$ cat config.mk
export PLATFORM = sky130hd
export DESIGN_NAME = draw_objects_pipe_flat
export DESIGN_NICKNAME = d
export VERILOG_FILES = /design/src/rtl/draw_objects_pipe_pkg.sv /design/src/rtl/draw_objects_pipe_if.sv /design/src/rtl/draw_objects_pipe_ball_rom.sv /design/src/rtl/draw_objects_pipe.sv /design/src/flat_wrapper.sv
export SDC_FILE = /design/constraint.sdc
export NUM_CORES = 1
export LEC_CHECK = 0
export BUFFER_PORTS_ARGS = -buffer_cell sky130_fd_sc_hd__buf_2
export CELL_PAD_IN_SITES_DETAIL_PLACEMENT = 1
export CELL_PAD_IN_SITES_GLOBAL_PLACEMENT = 1
export CORE_AREA = 3 3 129 131
export DETAILED_ROUTE_END_ITERATION = 8
export DIE_AREA = 0 0 132 134
export GPL_ROUTABILITY_DRIVEN = 0
export MAX_ROUTING_LAYER = met4
export PLACE_DENSITY_LB_ADDON = 0.1
export SYNTH_ARGS = -nofsm -noshare
export SYNTH_HDL_FRONTEND = slang
export SYNTH_HIERARCHICAL = 1
export SYNTH_SLANG_ARGS = --single-unit
$ cat constraint.sdc
create_clock -name clk -period 5.9 [get_ports clk]
set_clock_uncertainty 0.15 [all_clocks]
set_input_delay 1.18 -clock clk [delete_from_list [all_inputs] [get_ports clk]]
set_output_delay 1.18 -clock clk [all_outputs]
set_load 0.005 [all_outputs]
$ cat src/rtl/draw_objects_pipe_pkg.sv
// Shared graphics constants and types for the pong overlay chain.
package pong_gfx_pkg;

    localparam int BALL_SIZE        = 16;
    localparam int PAD_WIDTH_DEF    = 15;
    localparam int PAD_HEIGHT_DEF   = 145;
    localparam int FLASH_FRAMES_DEF = 30;

    localparam logic [11:0] BALL_RGB_DEF  = 12'hFFF;
    localparam logic [11:0] FLASH_RGB_DEF = 12'hF00;
    localparam logic [11:0] BLANK_RGB     = 12'h000;

    typedef enum logic {IDLE, FLASH} flash_state_t;

    typedef struct packed {
        logic [10:0] vcount;
        logic [10:0] hcount;
        logic        vsync;
        logic        vblnk;
        logic        hsync;
        logic        hblnk;
        logic [11:0] rgb;
    } vga_pix_t;

endpackage

$ cat src/rtl/draw_objects_pipe_if.sv
// VGA pixel stream bundle: timing counters, syncs, blanks and colour.
interface vga_intf;
    logic [10:0] vcount;
    logic [10:0] hcount;
    logic        vsync;
    logic        vblnk;
    logic        hsync;
    logic        hblnk;
    logic [11:0] rgb;

    modport in     (input  vcount, hcount, vsync, vblnk, hsync, hblnk, rgb);
    modport out    (output vcount, hcount, vsync, vblnk, hsync, hblnk, rgb);
    modport slave  (input  vcount, hcount, vsync, vblnk, hsync, hblnk, rgb);
    modport master (output vcount, hcount, vsync, vblnk, hsync, hblnk, rgb);
endinterface

$ cat src/rtl/draw_objects_pipe_ball_rom.sv
// 16x16 filled-circle bitmap; shared with the score screen.
module ball_rom (
    input  logic [3:0] row,
    input  logic [3:0] col,
    output logic       pixel
);
    logic [2:0]  half;
    logic [15:0] row_bits;

    // rows 8..15 mirror rows 7..0
    assign half = row[3] ? ~row[2:0] : row[2:0];

    always_comb begin
        case (half)
            3'd0:    row_bits = 16'h0000;
            3'd1:    row_bits = 16'h07E0;
            3'd2:    row_bits = 16'h0FF0;
            3'd3:    row_bits = 16'h1FF8;
            3'd4:    row_bits = 16'h3FFC;
            default: row_bits = 16'h7FFE;
        endcase
    end

    assign pixel = row_bits[col];
endmodule

$ cat src/rtl/draw_objects_pipe.sv
// Ball + pad overlay on the game-field stream, 2-cycle matched pipeline.
//   state | meaning
//   IDLE  | ball drawn in BALL_RGB
//   FLASH | counting frames after a hit; odd flash_cnt draws FLASH_RGB
module draw_objects_pipe
    import pong_gfx_pkg::*;
#(
    parameter int          NUM_PADS     = 2,
    parameter int          PAD_WIDTH    = PAD_WIDTH_DEF,
    parameter int          PAD_HEIGHT   = PAD_HEIGHT_DEF,
    parameter int          FLASH_FRAMES = FLASH_FRAMES_DEF,
    parameter logic [11:0] BALL_RGB     = BALL_RGB_DEF,
    parameter logic [11:0] FLASH_RGB    = FLASH_RGB_DEF
) (
    input  logic                     clk,
    input  logic                     rst,
    input  logic [10:0]              x_ball,
    input  logic [9:0]               y_ball,
    input  logic                     ball_en,
    input  logic                     hit,
    input  logic [NUM_PADS*11-1:0]   x_pad,
    input  logic [NUM_PADS*10-1:0]   y_pad,
    input  logic [NUM_PADS*12-1:0]   pad_rgb,
    vga_intf.in                      game_field_in,
    vga_intf.out                     game_field_out
);
    vga_pix_t            pix_in, pix_s1_d, pix_s1_q, pix_s2_d, pix_s2_q;
    logic                ball_hit_s1_d, ball_hit_s1_q;
    logic                blank_s1_d, blank_s1_q;
    logic [NUM_PADS-1:0] pad_hit_s1_d, pad_hit_s1_q;
    logic [11:0]         hc, vc, xb, yb;
    logic [3:0]          rom_row, rom_col;
    logic                rom_bit, in_box;
    flash_state_t        state_q;
    logic [4:0]          flash_cnt_q;
    logic                vblnk_prev_q, frame_tick;
    logic [11:0]         ball_rgb;

    assign pix_in = {game_field_in.vcount, game_field_in.hcount, game_field_in.vsync,
                     game_field_in.vblnk, game_field_in.hsync, game_field_in.hblnk,
                     game_field_in.rgb};

    // 12-bit compares so x+size never wraps back onto column 0
    assign hc = {1'b0, pix_in.hcount};
    assign vc = {1'b0, pix_in.vcount};
    assign xb = {1'b0, x_ball};
    assign yb = {2'b0, y_ball};
    assign in_box = (hc >= xb) && (hc <= xb + 12'(BALL_SIZE - 1)) &&
                    (vc >= yb) && (vc <= yb + 12'(BALL_SIZE - 1));
    assign rom_row = pix_in.vcount[3:0] - y_ball[3:0];
    assign rom_col = pix_in.hcount[3:0] - x_ball[3:0];

    ball_rom u_ball_rom (.row(rom_row), .col(rom_col), .pixel(rom_bit));

    for (genvar i = 0; i < NUM_PADS; i++) begin : g_pad
        logic [11:0] px, py;
        assign px = {1'b0, x_pad[11*i +: 11]};
        assign py = {2'b0, y_pad[10*i +: 10]};
        assign pad_hit_s1_d[i] = (hc >= px) && (hc <= px + 12'(PAD_WIDTH)) &&
                                 (vc >= py) && (vc <= py + 12'(PAD_HEIGHT));
    end

    assign ball_hit_s1_d = ball_en & in_box & rom_bit;
    assign blank_s1_d    = pix_in.hblnk | pix_in.vblnk;
    assign pix_s1_d      = pix_in;

    assign ball_rgb   = (state_q == FLASH && flash_cnt_q[0]) ? FLASH_RGB : BALL_RGB;
    assign frame_tick = pix_in.vblnk & ~vblnk_prev_q;

    always_comb begin
        pix_s2_d = pix_s1_q;
        if (blank_s1_q) begin
            pix_s2_d.rgb = BLANK_RGB;
        end else if (ball_hit_s1_q) begin
            pix_s2_d.rgb = ball_rgb;
        end else begin
            for (int i = NUM_PADS - 1; i >= 0; i--) begin
                if (pad_hit_s1_q[i]) pix_s2_d.rgb = pad_rgb[12*i +: 12];
            end
        end
    end

    always_ff @(posedge clk) begin
        if (rst) begin
            pix_s1_q      <= '0;
            ball_hit_s1_q <= 1'b0;
            blank_s1_q    <= 1'b0;
            pad_hit_s1_q  <= '0;
            pix_s2_q      <= '0;
        end else begin
            pix_s1_q      <= pix_s1_d;
            ball_hit_s1_q <= ball_hit_s1_d;
            blank_s1_q    <= blank_s1_d;
            pad_hit_s1_q  <= pad_hit_s1_d;
            pix_s2_q      <= pix_s2_d;
        end
    end

    // a hit outranks a coincident frame tick
    always_ff @(posedge clk) begin
        if (rst) begin
            state_q      <= IDLE;
            flash_cnt_q  <= '0;
            vblnk_prev_q <= 1'b0;
        end else begin
            vblnk_prev_q <= pix_in.vblnk;
            if (hit) begin
                state_q     <= FLASH;
                flash_cnt_q <= 5'(FLASH_FRAMES);
            end else if (state_q == FLASH && frame_tick) begin
                if (flash_cnt_q == 5'd1) state_q <= IDLE;
                flash_cnt_q <= flash_cnt_q - 5'd1;
            end
        end
    end

    assign game_field_out.vcount = pix_s2_q.vcount;
    assign game_field_out.hcount = pix_s2_q.hcount;
    assign game_field_out.vsync  = pix_s2_q.vsync;
    assign game_field_out.vblnk  = pix_s2_q.vblnk;
    assign game_field_out.hsync  = pix_s2_q.hsync;
    assign game_field_out.hblnk  = pix_s2_q.hblnk;
    assign game_field_out.rgb    = pix_s2_q.rgb;
endmodule

$ cat src/flat_wrapper.sv
// flat-port wrapper written by rule: the top's interface ports become plain ports
module draw_objects_pipe_flat import pong_gfx_pkg::*;
#(
    parameter int          NUM_PADS     = 2,
    parameter int          PAD_WIDTH    = PAD_WIDTH_DEF,
    parameter int          PAD_HEIGHT   = PAD_HEIGHT_DEF,
    parameter int          FLASH_FRAMES = FLASH_FRAMES_DEF,
    parameter logic [11:0] BALL_RGB     = BALL_RGB_DEF,
    parameter logic [11:0] FLASH_RGB    = FLASH_RGB_DEF
)
  (clk, rst, x_ball, y_ball, ball_en, hit, x_pad, y_pad, pad_rgb, game_field_in_vcount, game_field_in_hcount, game_field_in_vsync, game_field_in_vblnk, game_field_in_hsync, game_field_in_hblnk, game_field_in_rgb, game_field_out_vcount, game_field_out_hcount, game_field_out_vsync, game_field_out_vblnk, game_field_out_hsync, game_field_out_hblnk, game_field_out_rgb);
  vga_intf game_field_in_i ();
  vga_intf game_field_out_i ();
  input  logic clk;
  input  logic rst;
  input  logic [10:0] x_ball;
  input  logic [9:0] y_ball;
  input  logic ball_en;
  input  logic hit;
  input  logic [NUM_PADS*11-1:0] x_pad;
  input  logic [NUM_PADS*10-1:0] y_pad;
  input  logic [NUM_PADS*12-1:0] pad_rgb;
  input wire logic [$bits(game_field_in_i.vcount)-1:0] game_field_in_vcount;
  input wire logic [$bits(game_field_in_i.hcount)-1:0] game_field_in_hcount;
  input wire logic [$bits(game_field_in_i.vsync)-1:0] game_field_in_vsync;
  input wire logic [$bits(game_field_in_i.vblnk)-1:0] game_field_in_vblnk;
  input wire logic [$bits(game_field_in_i.hsync)-1:0] game_field_in_hsync;
  input wire logic [$bits(game_field_in_i.hblnk)-1:0] game_field_in_hblnk;
  input wire logic [$bits(game_field_in_i.rgb)-1:0] game_field_in_rgb;
  output wire logic [$bits(game_field_out_i.vcount)-1:0] game_field_out_vcount;
  output wire logic [$bits(game_field_out_i.hcount)-1:0] game_field_out_hcount;
  output wire logic [$bits(game_field_out_i.vsync)-1:0] game_field_out_vsync;
  output wire logic [$bits(game_field_out_i.vblnk)-1:0] game_field_out_vblnk;
  output wire logic [$bits(game_field_out_i.hsync)-1:0] game_field_out_hsync;
  output wire logic [$bits(game_field_out_i.hblnk)-1:0] game_field_out_hblnk;
  output wire logic [$bits(game_field_out_i.rgb)-1:0] game_field_out_rgb;
  assign game_field_in_i.vcount = game_field_in_vcount;
  assign game_field_in_i.hcount = game_field_in_hcount;
  assign game_field_in_i.vsync = game_field_in_vsync;
  assign game_field_in_i.vblnk = game_field_in_vblnk;
  assign game_field_in_i.hsync = game_field_in_hsync;
  assign game_field_in_i.hblnk = game_field_in_hblnk;
  assign game_field_in_i.rgb = game_field_in_rgb;
  assign game_field_out_vcount = game_field_out_i.vcount;
  assign game_field_out_hcount = game_field_out_i.hcount;
  assign game_field_out_vsync = game_field_out_i.vsync;
  assign game_field_out_vblnk = game_field_out_i.vblnk;
  assign game_field_out_hsync = game_field_out_i.hsync;
  assign game_field_out_hblnk = game_field_out_i.hblnk;
  assign game_field_out_rgb = game_field_out_i.rgb;
  draw_objects_pipe #(.NUM_PADS(NUM_PADS), .PAD_WIDTH(PAD_WIDTH), .PAD_HEIGHT(PAD_HEIGHT), .FLASH_FRAMES(FLASH_FRAMES), .BALL_RGB(BALL_RGB), .FLASH_RGB(FLASH_RGB)) u_core (.clk(clk), .rst(rst), .x_ball(x_ball), .y_ball(y_ball), .ball_en(ball_en), .hit(hit), .x_pad(x_pad), .y_pad(y_pad), .pad_rgb(pad_rgb), .game_field_in(game_field_in_i), .game_field_out(game_field_out_i));
endmodule
==> results of run 1 <==
## layout make-up
cell class | instances | area [sq um]
clock inverter | 6 | 91.3
sequential | 86 | 1720
inverter | 79 | 297
multi-input combinational | 617 | 4750
fill | 1950 | 7500
timing repair buffer | 167 | 838
clock buffer | 10 | 239
tap | 216 | 270
## final timing paths
path / slack [ns] / cells past startpoint / from / endpoint
setup / recovery: 2.23 / 11 / game_field_in_vcount[0] / u_core/ball_hit_s1_q
hold / removal: 0.29 / 1 / u_core/pix_s1_q[26] / u_core/game_field_out.hcount[10]
setup reg to reg: 4.22 / 3 / u_core/pad_hit_s1_q[1] / u_core/game_field_out.rgb[10]
hold reg to reg: 0.29 / 1 / u_core/pix_s1_q[26] / u_core/game_field_out.hcount[10]
## routing by layer
layer  wire, microns  vias to the layer above  share of wire
li1                -                     3131              -
met1            8930                     2849           0.48
met2            8870                      156           0.47
met3             708                       15          0.038
met4             219                        0          0.012
met5               0                        -              0
## placed cells by master, fill, tap and decap left out, types with 11 or more instances in the layout
cell | synthesis | final
sky130_fd_sc_hd__a211oi_1 | 11 | 11
sky130_fd_sc_hd__a21o_1 | 15 | 15
sky130_fd_sc_hd__a21oi_1 | 53 | 53
sky130_fd_sc_hd__buf_2 | 2 | 166
sky130_fd_sc_hd__dfxtp_1 | 86 | 86
sky130_fd_sc_hd__ha_1 | 137 | 137
sky130_fd_sc_hd__inv_1 | 78 | 78
sky130_fd_sc_hd__mux2i_1 | 12 | 12
sky130_fd_sc_hd__nand2_1 | 42 | 42
sky130_fd_sc_hd__nand3_1 | 24 | 24
sky130_fd_sc_hd__nand4_1 | 23 | 23
sky130_fd_sc_hd__nor2_1 | 33 | 33
sky130_fd_sc_hd__nor2b_1 | 65 | 65
sky130_fd_sc_hd__nor3_1 | 20 | 20
sky130_fd_sc_hd__o21ai_0 | 38 | 38
sky130_fd_sc_hd__xnor2_1 | 56 | 56
## worst max-delay path: cells and delay by family
kind / cells / cell delay (ns)
AOI/OAI and AO/OA: 3 / 0.90
adders and majority gates: 2 / 0.64
xor gates and xnor gates: 1 / 0.52
and+or+nand+nor: 3 / 0.35
buffers and inverters: 2 / 0.20
## power by group through the flow
stage	sequential [mW]	clock (mW)	combinational, mW
after CTS	0.623	0.631	0.500
after floorplan	0.632	0	0.329
after global placement	0.635	0	0.481
after detailed placement	0.636	0	0.495
final	0.623	0.617	0.496
after global routing	0.626	0.658	0.565
## registers in the layout (all words and copies together), names as in the netlist, 2 cells and up
register,cells
u_core/pad_hit_s1_q,2
u_core/pix_s1_q,37
u_core/game_field_out.vcount,11
u_core/game_field_out.hcount,11
u_core/game_field_out.rgb,12
u_core/flash_cnt_q,5
## per-stage QoR
stage	instances	utilization	cell area, sq um	total power [mW]	setup WS, ns
2_1_floorplan	796	-	6840	0.961	2.45
3_3_place_gp	1165	0.501	7880	1.12	1.92
3_5_place_dp	1165	0.501	7880	1.13	1.90
4_1_cts	1181	0.522	8210	1.75	2.24
5_1_grt	1181	0.522	8210	1.85	2.02
6_report	1181	0.522	8210	1.74	2.23
## logic make-up after synthesis
family / count (synthesis) / share of synthesized area
AND/OR/NAND/NOR: 238 / 0.184
AO/OA/AOI/OAI: 165 / 0.155
adder cells (fa/ha/maj): 139 / 0.256
buffers and inverters: 93 / 0.0536
flip-flops: 86 / 0.252
XOR/XNOR: 59 / 0.0756
multiplexers: 16 / 0.0241
==> flow_metrics.py, run 1 <==
metrics = {
    "worst_setup_path": {
        "timing.critical_path.slowest_stage_cell": "sky130_fd_sc_hd__xnor2_1",
        "start_kind": "input pin",
        "endpoint_kind": "flip-flop",
        "worstPathCellList": "buf_2 > inv_1 > ha_1 > fa_1 > xnor2_1 > a21oi_1 > a2111o_1 > nand4_1 > nand2_1 > a2111oi_0 > and3_1",
        "critical_path_required_ns": 6.02,
        "cpPeakStageDelay_ns": 0.52,
        "setup.worst_path.class": "input pin to flip-flop",
        "critical_path_arrival_ns": 3.79,
        "critical_path.max_fanout": 9,
    },
    "grt": {
        "grt_max_degree": 48,
        "via_count_of_the_first_global_routing_pass": 6226,
        "use_met2": 0.358,
        "grt_pass1_wl_microns": 30200,
        "globalRouteMet3Util": 0.0270,
        "grt_remaining_overflow": 0,
        "met1_usage": 0.280,
        "grt_antenna_before_repair": 0,
        "global_route.peak_usage_layer": "met2",
        "groute.usage.overall": 0.214,
    },
    "power_and_ir_drop": {
        "pwr-share-comb": 0.286,
        "peakVddDrop_uv": 171,
        "sw_frac": 0.297,
        "clkPwrFrac": 0.356,
        "static-leakage-power_nw": 3.98,
        "internal-power_mw": 1.22,
        "power.sequential.fraction": 0.359,
        "cellPowerDensity_nw_per_um2": 211,
        "p_switching_mw": 0.516,
    },
    "clock_network": {
        "worst_skew_pair_latency_ns": 0.33,
        "ctsHtreeMaxLevel": 3,
        "clock_path_buffers": 2,
        "cts_num_sinks": 86,
        "cts-resized-gates": 0,
        "clkTransAtPathRegs_ns": 0.06,
        "cts_buffers": 9,
        "cts_tree": "yes",
        "clk_root_buffer_cell": "sky130_fd_sc_hd__clkbuf_16",
        "post_cts_hold_buffer_count": 0,
        "postCtsSetupBuffers": 0,
    },
    "logic_synthesis": {
        "synthesis.yosys.warnings": 6,
        "ys_top_cells_by_area": "sky130_fd_sc_hd__dfxtp_1, sky130_fd_sc_hd__ha_1, sky130_fd_sc_hd__xnor2_1",
        "asyncSetResetFlopFracSynth": 0,
        "post_synth_top_area_share": 0.252,
        "synth.avg_cell_area_sq_um": 8.59,
        "yosys-top-cells-count": "sky130_fd_sc_hd__ha_1, sky130_fd_sc_hd__dfxtp_1, sky130_fd_sc_hd__inv_1",
        "syn_inst": 796,
        "yosys_register_bits": 86,
        "syn-num-nets": 1064,
        "synthFlopType": "sky130_fd_sc_hd__dfxtp_1",
        "yosys.area.top_type": "sky130_fd_sc_hd__dfxtp_1",
        "synth.cell_area_sq_um": 6840,
        "synth_cell_type_count": 54,
        "yosysMostFrequentCell": "sky130_fd_sc_hd__ha_1",
        "synth_enable_flop_cells": 0,
        "synth_seq_area_share": 0.252,
    },
    "sta": {
        "timing.fmax_ghz": 0.273,
        "grt_setup_unrepaired": "false",
        "maxSlewHeadroom": 0.413,
        "fin_setup_tns_ns": 0,
        "hold_ws_ns": 0.288,
        "setup_violations": 0,
        "slew_violations": 0,
        "final-hold-violation-count": 0,
        "worst_pin_slew_ns": 0.880,
        "final_worst_path_period_need_ns": 3.67,
        "finalCritPeriodShare": 0.622,
    },
    "routing": {
        "drtIter0Drc": 155,
        "detail_route.wirelength_microns": 18700,
        "dr.pass1.iters": 4,
        "vias": 6151,
        "ant_nets": 0,
        "detail_route.wl_per_cell_microns": 15.9,
        "count_of_unresolved_drc_violations_after_routing": 0,
        "route.detailed.vias_per_inst": 5.21,
    },
    "floorplan": {
        "dieArea_sq_um": 17700,
        "ioPinCount": 167,
        "floorplan.initialDensity": 0.435,
        "die_width_microns": 132,
        "core_area_sq_um": 15700,
        "die_h_microns": 134,
        "placement_rows": 46,
    },
    "min_path": {
        "timing.hold.worst.class": "flip-flop to flip-flop",
    },
    "status": {
        "run_status": "complete, no violations",
    },
    "layout": {
        "layout-drive-gt1-share": 0.202,
        "fin_nets": 1228,
        "antennaDiodeCount": 0,
        "syn_to_final_growth_pct": 20.0,
    },
    "place": {
        "hpwl_microns": 15400,
        "placement.io_buffers": 166,
    },
    "run": {
        "timing.max_cap.violations": 0,
    },
}
Note: power is estimated with default switching activity, not from simulation.
==> inputs of run 2 (changes only) <==
CORE_AREA = 3 3 140 142   (was 3 3 129 131)
DIE_AREA = 0 0 143 145   (was 0 0 132 134)
clock period = 3.1 ns   (was 5.9 ns; I/O delays follow)
==> run 2 against run 1 <==
Effect of this change: clock power up 67%; critical path type unchanged; total power up 86%; setup slack worse by 2.0 ns; flip-flop and latch count unchanged; sequential share of layout area down 1.1 points; critical path depth up 2; global-route usage down 1.9 points; count of clock-buffer cells in the layout up 1; combinational power up 110%.
==> flow_metrics.py, run 2 (same netlist as run 1, synthesis figures left out) <==
metrics = {
    "grt": {
        "grt_max_degree": 41,
        "via_count_of_the_first_global_routing_pass": 6618,
        "met1_usage": 0.254,
        "grt_remaining_overflow": 0,
        "grt_antenna_before_repair": 0,
        "globalRouteMet3Util": 0.0313,
        "use_met2": 0.319,
        "global_route.peak_usage_layer": "met2",
        "grt_pass1_wl_microns": 32000,
        "groute.usage.overall": 0.195,
    },
    "power_and_ir_drop": {
        "cellPowerDensity_nw_per_um2": 374,
        "peakVddDrop_uv": 217,
        "static-leakage-power_nw": 4.24,
        "design_power_total_mw": 3.23,
    },
    "floorplan": {
        "floorplan.initialDensity": 0.368,
        "ioPinCount": 167,
        "die_h_microns": 145,
        "core_area_sq_um": 18600,
        "placement_rows": 50,
        "dieArea_sq_um": 20700,
        "die_width_microns": 143,
    },
    "min_path": {
        "timing.hold.worst.class": "flip-flop to flip-flop",
        "hold_path_depth": 1,
        "hold_start": "u_core/pix_s1_q[16]",
        "min_delay_worst_endpoint": "u_core/game_field_out.hcount[0]",
    },
    "run": {
        "timing.max_cap.violations": 0,
    },
    "sta": {
        "worst_pin_slew_ns": 0.785,
        "finalCritPeriodShare": 0.910,
        "grt_setup_unrepaired": "false",
        "setup_violations": 0,
        "final_critical_path_setup_slack_ns": 0.278,
        "maxSlewHeadroom": 0.476,
        "slew_violations": 0,
        "final-hold-violation-count": 0,
        "timing.fmax_ghz": 0.354,
        "final_worst_path_period_need_ns": 2.82,
        "fin_setup_tns_ns": 0,
    },
    "status": {
        "run_status": "complete, no violations",
    },
    "worst_setup_path": {
        "timing_startpoint_of_the_critical_path": "x_ball[0]",
        "r2r-start": "u_core/pad_hit_s1_q[1]",
        "start_kind": "input pin",
        "timing.critical_path.slowest_stage_cell": "sky130_fd_sc_hd__a2111oi_1",
        "critical_path.max_fanout": 3,
        "reg2reg_to": "u_core/game_field_out.rgb[8]",
        "setup.worst_path.class": "input pin to flip-flop",
        "critical_path_arrival_ns": 2.95,
        "timing.critical_path.depth": 13,
        "critical_path_required_ns": 3.23,
        "crit_buf_inv": 2,
        "cpPeakStageDelay_ns": 0.38,
        "endpoint_kind": "flip-flop",
        "ff2ff_path_depth": 3,
        "worst-r2r-setup-slack_ns": 1.46,
        "worstPathCellList": "buf_2 > inv_1 > ha_1 > nand3_1 > nand3_1 > xnor2_1 > ha_1 > nand4_1 > a21oi_2 > a2111oi_4 > o21ai_1 > a2111oi_1 > and3_1",
        "worst_path_dominant_cell_family": "compound AO/OA/AOI/OAI gates",
    },
    "clock_network": {
        "cts_num_sinks": 86,
        "clk_root_buffer_cell": "sky130_fd_sc_hd__clkbuf_16",
        "post_cts_hold_buffer_count": 0,
        "clkTransAtPathRegs_ns": 0.06,
        "cts_tree": "yes",
        "cts_buffers": 9,
        "clock_path_buffers": 2,
        "ctsHtreeMaxLevel": 3,
        "worst_skew_pair_latency_ns": 0.34,
    },
    "layout": {
        "most-common-layout-cells": "sky130_fd_sc_hd__buf_2, sky130_fd_sc_hd__ha_1, sky130_fd_sc_hd__dfxtp_1",
        "largest_register_ffs": 37,
        "layout_commonest_cell": "sky130_fd_sc_hd__buf_2",
        "register_ranked_first_by_flip_flop_count": "u_core/pix_s1_q",
        "layout-drive-gt1-share": 0.249,
        "final_core_util": 0.465,
        "syn_to_final_growth_pct": 26.3,
        "fin_nets": 1286,
        "antennaDiodeCount": 0,
    },
    "routing": {
        "detail_route.wl_per_cell_microns": 15.5,
        "drtIter0Drc": 159,
        "count_of_unresolved_drc_violations_after_routing": 0,
        "dr.pass1.iters": 4,
        "route.detailed.vias_per_inst": 5.04,
        "ant_nets": 0,
        "vias": 6339,
        "detail_route.wirelength_microns": 19400,
    },
    "place": {
        "placement.io_buffers": 166,
        "pre_cts_slack_ns": -0.148,
        "hpwl_microns": 16500,
    },
}
-- run 2: layer usage --
metal,part of all wire,wire (microns)
met1,0.48,9310
met2,0.47,9130
met3,0.038,742
met4,0.013,255
met5,0,0
-- run 2: metrics by stage --
step | hold slack [ns] | instances | area [sq um]
floorplan | 0.264 | 796 | 6840
global placement | 0.269 | 1241 | 8340
detailed placement | 0.275 | 1241 | 8340
CTS | 0.289 | 1257 | 8630
global route | 0.306 | 1257 | 8640
finish | 0.286 | 1257 | 8640
-- run 2: layout make-up --
class | instances | area, sq um
clock buffers | 11 | 253
flip-flops and latches | 86 | 1720
fillers | 2317 | 9940
clock inverters | 5 | 41.3
repair buffers | 225 | 1270
well taps | 234 | 293
inverters | 79 | 297
multi-input cells | 617 | 4760
-- run 2: what timing repair did --
item | CTS | global route
gates resized for setup | 0 | 3
setup endpoints to repair | 0 | 2
setup buffers | 0 | 0
-- run 2: power breakdown --
group	switching, mW	internal [mW]
logic	0.531	0.484
registers	0.0228	1.16
clock network	0.441	0.592
total	0.995	2.24
-- run 2: worst max-delay path by stage --
stage                                   endpoint  slack, ns
after floorplan             u_core/ball_hit_s1_q       0.21
after global placement      u_core/ball_hit_s1_q      -0.11
after detailed placement  u_core/pad_hit_s1_q[1]      -0.15
after CTS                 u_core/pad_hit_s1_q[1]       0.21
after global routing        u_core/ball_hit_s1_q      0.008
final                       u_core/ball_hit_s1_q       0.28
